$ cat config.mk
export PLATFORM = sky130hd
export DESIGN_NAME = drum_voice_counter_flat
export DESIGN_NICKNAME = d
export VERILOG_FILES = /design/src/rtl/drum_voice_defs.sv /design/src/rtl/drum_voice_counter_if.sv /design/src/rtl/drum_voice_channel.sv /design/src/rtl/drum_voice_counter.sv /design/src/flat_wrapper.sv
export SDC_FILE = /design/constraint.sdc
export NUM_CORES = 1
export LEC_CHECK = 0
export CAP_MARGIN = 20
export CORE_MARGIN = 3
export CORE_UTILIZATION = 44
export CTS_CLUSTER_SIZE = 40
export DETAILED_ROUTE_END_ITERATION = 6
export GPL_TIMING_DRIVEN = 0
export PLACE_DENSITY = 0.72
export SLEW_MARGIN = 20
export SYNTH_ARGS = -nofsm -noshare
export SYNTH_HDL_FRONTEND = slang
export SYNTH_SLANG_ARGS = --single-unit
$ cat constraint.sdc
create_clock -name clk -period 3.1 [get_ports clk]
set_clock_uncertainty 0.1 [all_clocks]
set_input_delay 0.465 -clock clk [delete_from_list [all_inputs] [get_ports clk]]
set_output_delay 0.465 -clock clk [all_outputs]
set_load 0.005 [all_outputs]
$ cat src/rtl/drum_voice_defs.sv
// Shared definitions for the drum-voice playback path: per-channel state
// encodings and the default counter geometry also used by the sample-address block.
package drum_voice_defs;

  typedef enum logic [1:0] {
    ST_IDLE  = 2'd0,
    ST_COUNT = 2'd1,
    ST_PAUSE = 2'd2
  } voice_state_e;

  localparam int                   DVC_CHANNELS      = 4;
  localparam int                   DVC_WIDTH         = 15;
  localparam logic [DVC_WIDTH-1:0] DVC_DEFAULT_LIMIT = 15'd16481;

endpackage

$ cat src/rtl/drum_voice_counter_if.sv
// Bundle of the per-voice trigger/limit inputs and count/active/done outputs.
// The controller side uses the master modport, the counter block the slave modport.
interface drum_voice_counter_if
  import drum_voice_defs::*;
#(
  parameter int CHANNELS = DVC_CHANNELS,
  parameter int WIDTH    = DVC_WIDTH
);

  logic                      en;
  logic [CHANNELS-1:0]       go;
  logic [CHANNELS-1:0]       loop;
  logic [CHANNELS*WIDTH-1:0] limit;
  logic [CHANNELS*WIDTH-1:0] count;
  logic [CHANNELS-1:0]       active;
  logic [CHANNELS-1:0]       done;

  modport master (
    output en, go, loop, limit,
    input  count, active, done
  );

  modport slave (
    input  en, go, loop, limit,
    output count, active, done
  );

endinterface

$ cat src/rtl/drum_voice_channel.sv
// One drum voice: IDLE/COUNT/PAUSE state machine with a programmable terminal
// count latched on each trigger, optional looping and a one-cycle done pulse.
module drum_voice_channel
  import drum_voice_defs::*;
#(
  parameter int               WIDTH         = DVC_WIDTH,
  parameter logic [WIDTH-1:0] DEFAULT_LIMIT = DVC_DEFAULT_LIMIT
) (
  input  logic             clk,
  input  logic             resetn,
  input  logic             en_i,
  input  logic             go_i,
  input  logic             loop_i,
  input  logic [WIDTH-1:0] limit_i,
  output logic [WIDTH-1:0] count_o,
  output logic             active_o,
  output logic             done_o
);

  voice_state_e     state_q;
  logic [WIDTH-1:0] count_q;
  logic [WIDTH-1:0] limit_q;
  logic             loop_q;
  logic             active_q;
  logic             done_q;
  logic [WIDTH-1:0] count_d;

  // The counter never passes the latched limit, so the increment cannot wrap.
  assign count_d = count_q + 1'b1;

  // Voice FSM: reset beats trigger, trigger beats counting; all outputs registered.
  always_ff @(posedge clk) begin
    if (!resetn) begin
      state_q  <= ST_IDLE;
      count_q  <= '0;
      limit_q  <= DEFAULT_LIMIT;
      loop_q   <= 1'b0;
      active_q <= 1'b0;
      done_q   <= 1'b0;
    end else if (go_i) begin
      state_q  <= ST_COUNT;
      count_q  <= '0;
      limit_q  <= limit_i;
      loop_q   <= loop_i;
      active_q <= 1'b1;
      done_q   <= 1'b0;
    end else begin
      unique case (state_q)
        ST_COUNT: begin
          done_q <= 1'b0;
          if (en_i) begin
            if (count_q < limit_q) begin
              count_q <= count_d;
            end else if (loop_q) begin
              count_q <= '0;
              done_q  <= 1'b1;
            end else begin
              state_q  <= ST_PAUSE;
              active_q <= 1'b0;
              done_q   <= 1'b1;
            end
          end
        end
        ST_IDLE, ST_PAUSE: begin
          done_q <= 1'b0;
        end
        default: begin
          state_q  <= ST_IDLE;
          active_q <= 1'b0;
          done_q   <= 1'b0;
        end
      endcase
    end
  end

  assign count_o  = count_q;
  assign active_o = active_q;
  assign done_o   = done_q;

endmodule

$ cat src/rtl/drum_voice_counter.sv
// Multi-voice period counter: CHANNELS independent drum_voice_channel
// instances sharing one count tick, with packed per-channel limit/count buses.
module drum_voice_counter
  import drum_voice_defs::*;
#(
  parameter int               CHANNELS      = DVC_CHANNELS,
  parameter int               WIDTH         = DVC_WIDTH,
  parameter logic [WIDTH-1:0] DEFAULT_LIMIT = DVC_DEFAULT_LIMIT
) (
  input  logic                 clk,
  input  logic                 resetn,
  drum_voice_counter_if.slave  bus
);

  logic [CHANNELS*WIDTH-1:0] count_w;
  logic [CHANNELS-1:0]       active_w;
  logic [CHANNELS-1:0]       done_w;

  // One voice per channel; channel i owns bits [i*WIDTH +: WIDTH] of limit/count.
  for (genvar i = 0; i < CHANNELS; i++) begin : g_ch
    drum_voice_channel #(
      .WIDTH         (WIDTH),
      .DEFAULT_LIMIT (DEFAULT_LIMIT)
    ) u_ch (
      .clk      (clk),
      .resetn   (resetn),
      .en_i     (bus.en),
      .go_i     (bus.go[i]),
      .loop_i   (bus.loop[i]),
      .limit_i  (bus.limit[i*WIDTH +: WIDTH]),
      .count_o  (count_w[i*WIDTH +: WIDTH]),
      .active_o (active_w[i]),
      .done_o   (done_w[i])
    );
  end

  assign bus.count  = count_w;
  assign bus.active = active_w;
  assign bus.done   = done_w;

endmodule

$ cat src/flat_wrapper.sv
// flat-port wrapper written by rule: the top's interface ports become plain ports
module drum_voice_counter_flat import drum_voice_defs::*;
#(
  parameter int               CHANNELS      = DVC_CHANNELS,
  parameter int               WIDTH         = DVC_WIDTH,
  parameter logic [WIDTH-1:0] DEFAULT_LIMIT = DVC_DEFAULT_LIMIT
)
  (clk, resetn, bus_en, bus_go, bus_loop, bus_limit, bus_count, bus_active, bus_done);
  drum_voice_counter_if #(.CHANNELS(CHANNELS), .WIDTH(WIDTH)) bus_i ();
  input  logic clk;
  input  logic resetn;
  input wire logic [$bits(bus_i.en)-1:0] bus_en;
  input wire logic [$bits(bus_i.go)-1:0] bus_go;
  input wire logic [$bits(bus_i.loop)-1:0] bus_loop;
  input wire logic [$bits(bus_i.limit)-1:0] bus_limit;
  output wire logic [$bits(bus_i.count)-1:0] bus_count;
  output wire logic [$bits(bus_i.active)-1:0] bus_active;
  output wire logic [$bits(bus_i.done)-1:0] bus_done;
  assign bus_i.en = bus_en;
  assign bus_i.go = bus_go;
  assign bus_i.loop = bus_loop;
  assign bus_i.limit = bus_limit;
  assign bus_count = bus_i.count;
  assign bus_active = bus_i.active;
  assign bus_done = bus_i.done;
  drum_voice_counter #(.CHANNELS(CHANNELS), .WIDTH(WIDTH), .DEFAULT_LIMIT(DEFAULT_LIMIT)) u_core (.clk(clk), .resetn(resetn), .bus(bus_i));
endmodule
==> metrics.txt <==
# TYPE chip_impl_metric gauge
chip_impl_info{name="setup.worst_path.start_class",value="register"} 1
chip_impl_metric{name="post_synth_num_cell_types",unit=""} 53
chip_impl_metric{name="syn-num-nets",unit=""} 1009
chip_impl_metric{name="synthesis.yosys.warnings",unit=""} 0
chip_impl_info{name="critical_path.endpoint_type",value="register"} 1
chip_impl_info{name="run_status",value="completed"} 1
chip_impl_metric{name="report.final.hold_viol_count",unit=""} 0
chip_impl_info{name="synth_flop_cell",value="sky130_fd_sc_hd__dfxtp_1"} 1
chip_impl_metric{name="h-tree-depth",unit=""} 4
chip_impl_metric{name="antenna_found_initial",unit=""} 0
chip_impl_metric{name="worst-endpoint-arrival",unit="ns"} 2.94
chip_impl_metric{name="multi_input_comb_area",unit="sq mm"} 0.00439
chip_impl_metric{name="grtUsageTotal",unit="%"} 21.5
chip_impl_metric{name="route.vias.total",unit=""} 6985
chip_impl_metric{name="grt_overflow",unit=""} 0
chip_impl_metric{name="avgRoutedWirePerCell",unit="um"} 16.0
chip_impl_metric{name="tritoncts.num_buffers",unit=""} 17
chip_impl_metric{name="gp_routability_congestion",unit=""} 0.828
chip_impl_metric{name="nets",unit=""} 1165
chip_impl_metric{name="post_synth.cell_area_avg",unit="sq um"} 8.71
chip_impl_info{name="rsz0062_at_grt",value="false"} 1
chip_impl_metric{name="regArea",unit="sq mm"} 0.00272
chip_impl_info{name="cts_tree",value="yes"} 1
chip_impl_metric{name="io_buffers",unit=""} 137
chip_impl_metric{name="cts.sinks",unit=""} 136
chip_impl_metric{name="resized_gates_after_cts",unit=""} 0
chip_impl_metric{name="floorplan.die_area",unit="sq mm"} 0.0190
chip_impl_info{name="cts_root_buffer",value="sky130_fd_sc_hd__clkbuf_16"} 1
chip_impl_metric{name="layout.filler_cells",unit=""} 1564
chip_impl_metric{name="dp.final_hpwl",unit="mm"} 15.0
chip_impl_metric{name="vias_per_cell",unit=""} 5.52
chip_impl_metric{name="timing.slew.headroom",unit="%"} 47.5
chip_impl_metric{name="clock_path_buffers",unit=""} 2
chip_impl_metric{name="clock_latency_reported_for_the_late_side_of_the_worst_skew_pair",unit="ns"} 0.42
chip_impl_metric{name="async_reset_ff_share",unit="%"} 0
chip_impl_metric{name="setup-tns-final",unit="ns"} 0
chip_impl_metric{name="drt_first_iter_violations",unit=""} 417
chip_impl_metric{name="finalSetupViolations",unit=""} 0
chip_impl_metric{name="total_power",unit="mW"} 4.36
chip_impl_metric{name="design.core.area",unit="sq mm"} 0.0168
chip_impl_metric{name="post_synthesis_cells",unit=""} 878
chip_impl_metric{name="slowest_delay",unit="ns"} 0.48
chip_impl_metric{name="die-width",unit="um"} 138
chip_impl_metric{name="final-max-slew-violation-count",unit=""} 0
chip_impl_metric{name="layout-drive-gt1-share",unit="%"} 5.17
chip_impl_info{name="timing_worst_setup_path_type",value="reg2reg"} 1
chip_impl_metric{name="tightest_slew",unit="ns"} 0.787
chip_impl_metric{name="period_share",unit="%"} 88.8
chip_impl_metric{name="worst-path-max-fanout",unit=""} 10
chip_impl_metric{name="grt_pass1_vias",unit=""} 6635
chip_impl_metric{name="power_density",unit="mW/mm^2"} 441
chip_impl_metric{name="grt_first_pass_wirelength",unit="mm"} 32.6
chip_impl_metric{name="power.ir.vdd_worst",unit="mV"} 0.381
chip_impl_metric{name="finalWirelength",unit="mm"} 20.2
chip_impl_metric{name="drv_cap",unit=""} 0
chip_impl_info{name="min_delay_worst_type",value="in2reg"} 1
chip_impl_metric{name="floorplan.rows",unit=""} 47
chip_impl_metric{name="yosys_register_bits",unit=""} 136
chip_impl_metric{name="start_util",unit="%"} 45.5
chip_impl_metric{name="post_cts_buffers",unit=""} 0
chip_impl_metric{name="post-route-min-period",unit="ns"} 2.75
chip_impl_metric{name="cp_data_required_time",unit="ns"} 3.28
chip_impl_metric{name="antenna_cells",unit=""} 0
chip_impl_metric{name="pin_count_of_the_biggest_net_entering_global_routing",unit=""} 17
chip_impl_metric{name="drt_drc_violations_left",unit=""} 0
chip_impl_metric{name="pin_count",unit=""} 139
chip_impl_metric{name="synth_sequential_area_ratio",unit="%"} 35.6
chip_impl_metric{name="area_delta_synth_final",unit="%"} 29.4
chip_impl_info{name="critPathSlowestCell",value="sky130_fd_sc_hd__dfxtp_1"} 1
chip_impl_metric{name="dpl-instance-area",unit="sq mm"} 0.00929
chip_impl_metric{name="hold_buffers",unit=""} 0
chip_impl_metric{name="p_leak",unit="nW"} 3.94
chip_impl_metric{name="fin_area",unit="sq mm"} 0.00989
chip_impl_metric{name="max_freq",unit="MHz"} 363
chip_impl_info{name="worstPathCellList",value="ha_1, a21oi_1, o21ai_0, a21oi_1, o211a_1, buf_2, clkbuf_1, o21ai_0, mux2i_1"} 1
chip_impl_metric{name="clk_pin_slew_worst_paths",unit="ns"} 0.06
chip_impl_metric{name="synth_area",unit="sq mm"} 0.00764
chip_impl_metric{name="drt_first_pass_iters",unit=""} 5
chip_impl_metric{name="antenna_left",unit=""} 0
chip_impl_metric{name="fp.dieH",unit="um"} 138
chip_impl_metric{name="number_of_synthesized_flops_with_an_enable_pin",unit=""} 0
==> cells by family after synthesis <==
family          after synthesis  share of synthesized area, %
simple gates                251                          17.8
compound gates              230                          20.1
flops                       136                          35.6
buf+inv                     127                          6.99
mux                          72                          9.44
fa+ha+maj                    60                          9.82
xor+xnor                      2                         0.229
==> worst max-delay path: cells and delay by family (launching register included) <==
family	cells	cell delay [ns]
AO/OA/AOI/OAI	5	0.99
multiplexers	1	0.15
flip-flops	1	0.48
adder cells (fa/ha/maj)	1	0.30
buffers and inverters	2	0.58
==> synth_stat cells (all sizes together) (2+ instances only) <==
master | instances | area (sq um)
nand2b | 5 | 31.3
a31o | 3 | 26.3
and3 | 14 | 87.6
xor2 | 2 | 17.5
o31ai | 12 | 90.1
dfxtp | 136 | 2720
nor3 | 11 | 55.1
buf | 22 | 140
or3 | 19 | 119
o211ai | 20 | 150
a22oi | 2 | 15.0
o21ai | 41 | 205
a41oi | 2 | 17.5
or4 | 10 | 75.1
o311ai | 18 | 158
ha | 60 | 751
mux2i | 71 | 711
a311o | 17 | 170
or2 | 4 | 25.0
nor2b | 57 | 357
a32o | 3 | 30.0
nor2 | 20 | 75.1
and2 | 3 | 18.8
inv | 73 | 274
nand2 | 63 | 236
and4 | 3 | 26.3
and3b | 3 | 26.3
o2111ai | 11 | 96.3
nand3 | 21 | 105
a21oi | 75 | 375
o21a | 5 | 37.5
a211oi | 3 | 22.5
clkbuf | 32 | 120
nand4 | 17 | 113
a21o | 6 | 45.0
a31oi | 3 | 18.8
==> layout make-up <==
class                   count  share of cell area (%)
plain buffers              54                    2.63
clock buffers              21                    4.55
clock inverters             9                    1.52
inverters                  73                    2.77
multi-input cells         615                    44.4
flip-flops and latches    136                    27.5
well taps                 220                    2.78
repair buffers            137                    13.9
==> sequential cells by signal, summed over array words and instances, names as in the netlist <==
signal                     count
u_core.g_ch.u_ch.limit_q      60
u_core.g_ch.u_ch.done_o        4
u_core.g_ch.u_ch.loop_q        4
u_core.g_ch.u_ch.state_q       7
u_core.g_ch.u_ch.active_o      1
u_core.g_ch.u_ch.count_o      60
==> per-layer routing <==
layer	GRT usage (%)	vias up	part of all wire (%)	routed length, um
met2	34.3	194	46	9230
met1	28.8	3258	47	9470
met3	5.48	25	6.2	1250
met4	6.48	0	1.3	264
met5	0	-	0	0
li1	-	3508	-	-
==> stage by stage <==
step	util (%)	hold slack (ns)	worst slack [ns]	cells
global route	58.8	0.283	0.161	1265
CTS	58.8	0.272	0.355	1265
floorplan	-	0.333	0.770	878
detailed placement	55.2	0.351	0.155	1235
global placement	55.2	0.345	0.161	1235
finish	58.8	0.278	0.346	1265
==> cell usage in the layout, fill, tap and decap left out, drive strengths merged, types with 3 or more instances in the layout <==
master         netlist  final
nor2                20     20
o21a                 5      5
or3                 19     19
and4                 3      3
bufinv               0      4
o31ai               12     12
clkinv               0      3
ha                  60     60
and3b                3      3
mux2i               71     71
a311o               17     17
dfxtp              136    136
and3                14     14
a211oi               3      3
a31o                 3      3
clkbuf              32     53
buf                 22     22
o21ai               41     41
or4                 10     10
nor3                11     11
o311ai              18     18
a31oi                3      3
nor2b               57     57
o211ai              20     20
a32o                 3      3
a21o                 6      6
o2111ai             11     11
nand4               17     17
or2                  4      4
and2                 3      3
inv                 73     73
nand3               21     21
nand2b               5      5
clkdlybuf4s50        0    137
a21oi               75     75
nand2               63     63
==> power by group <==
group / total [mW] / leakage (nW) / switching (mW) / internal [mW]
Clock: 2.10 / 0.289 / 0.751 / 1.35
Sequential: 1.83 / 1.11 / 0.0291 / 1.81
Combinational: 0.419 / 2.54 / 0.209 / 0.210
==> path summary, 6_finish.rpt <==
check | startpoint | to | slack, ns | depth (start not counted)
min | bus_en | u_core.g_ch[1].u_ch.state_q[0]$_SDFFE_PN0P_ | 0.28 | 2
max | u_core.g_ch[1].u_ch.count_o[4]$_SDFFE_PP0P_ | u_core.g_ch[1].u_ch.count_o[8]$_SDFFE_PP0P_ | 0.35 | 9
min reg2reg | u_core.g_ch[2].u_ch.limit_q[0]$_SDFFE_PN1P_ | u_core.g_ch[2].u_ch.limit_q[0]$_SDFFE_PN1P_ | 0.36 | 2
max reg2reg | u_core.g_ch[1].u_ch.count_o[4]$_SDFFE_PP0P_ | u_core.g_ch[1].u_ch.count_o[8]$_SDFFE_PP0P_ | 0.35 | 9
Power figures use the tool's default switching activity.
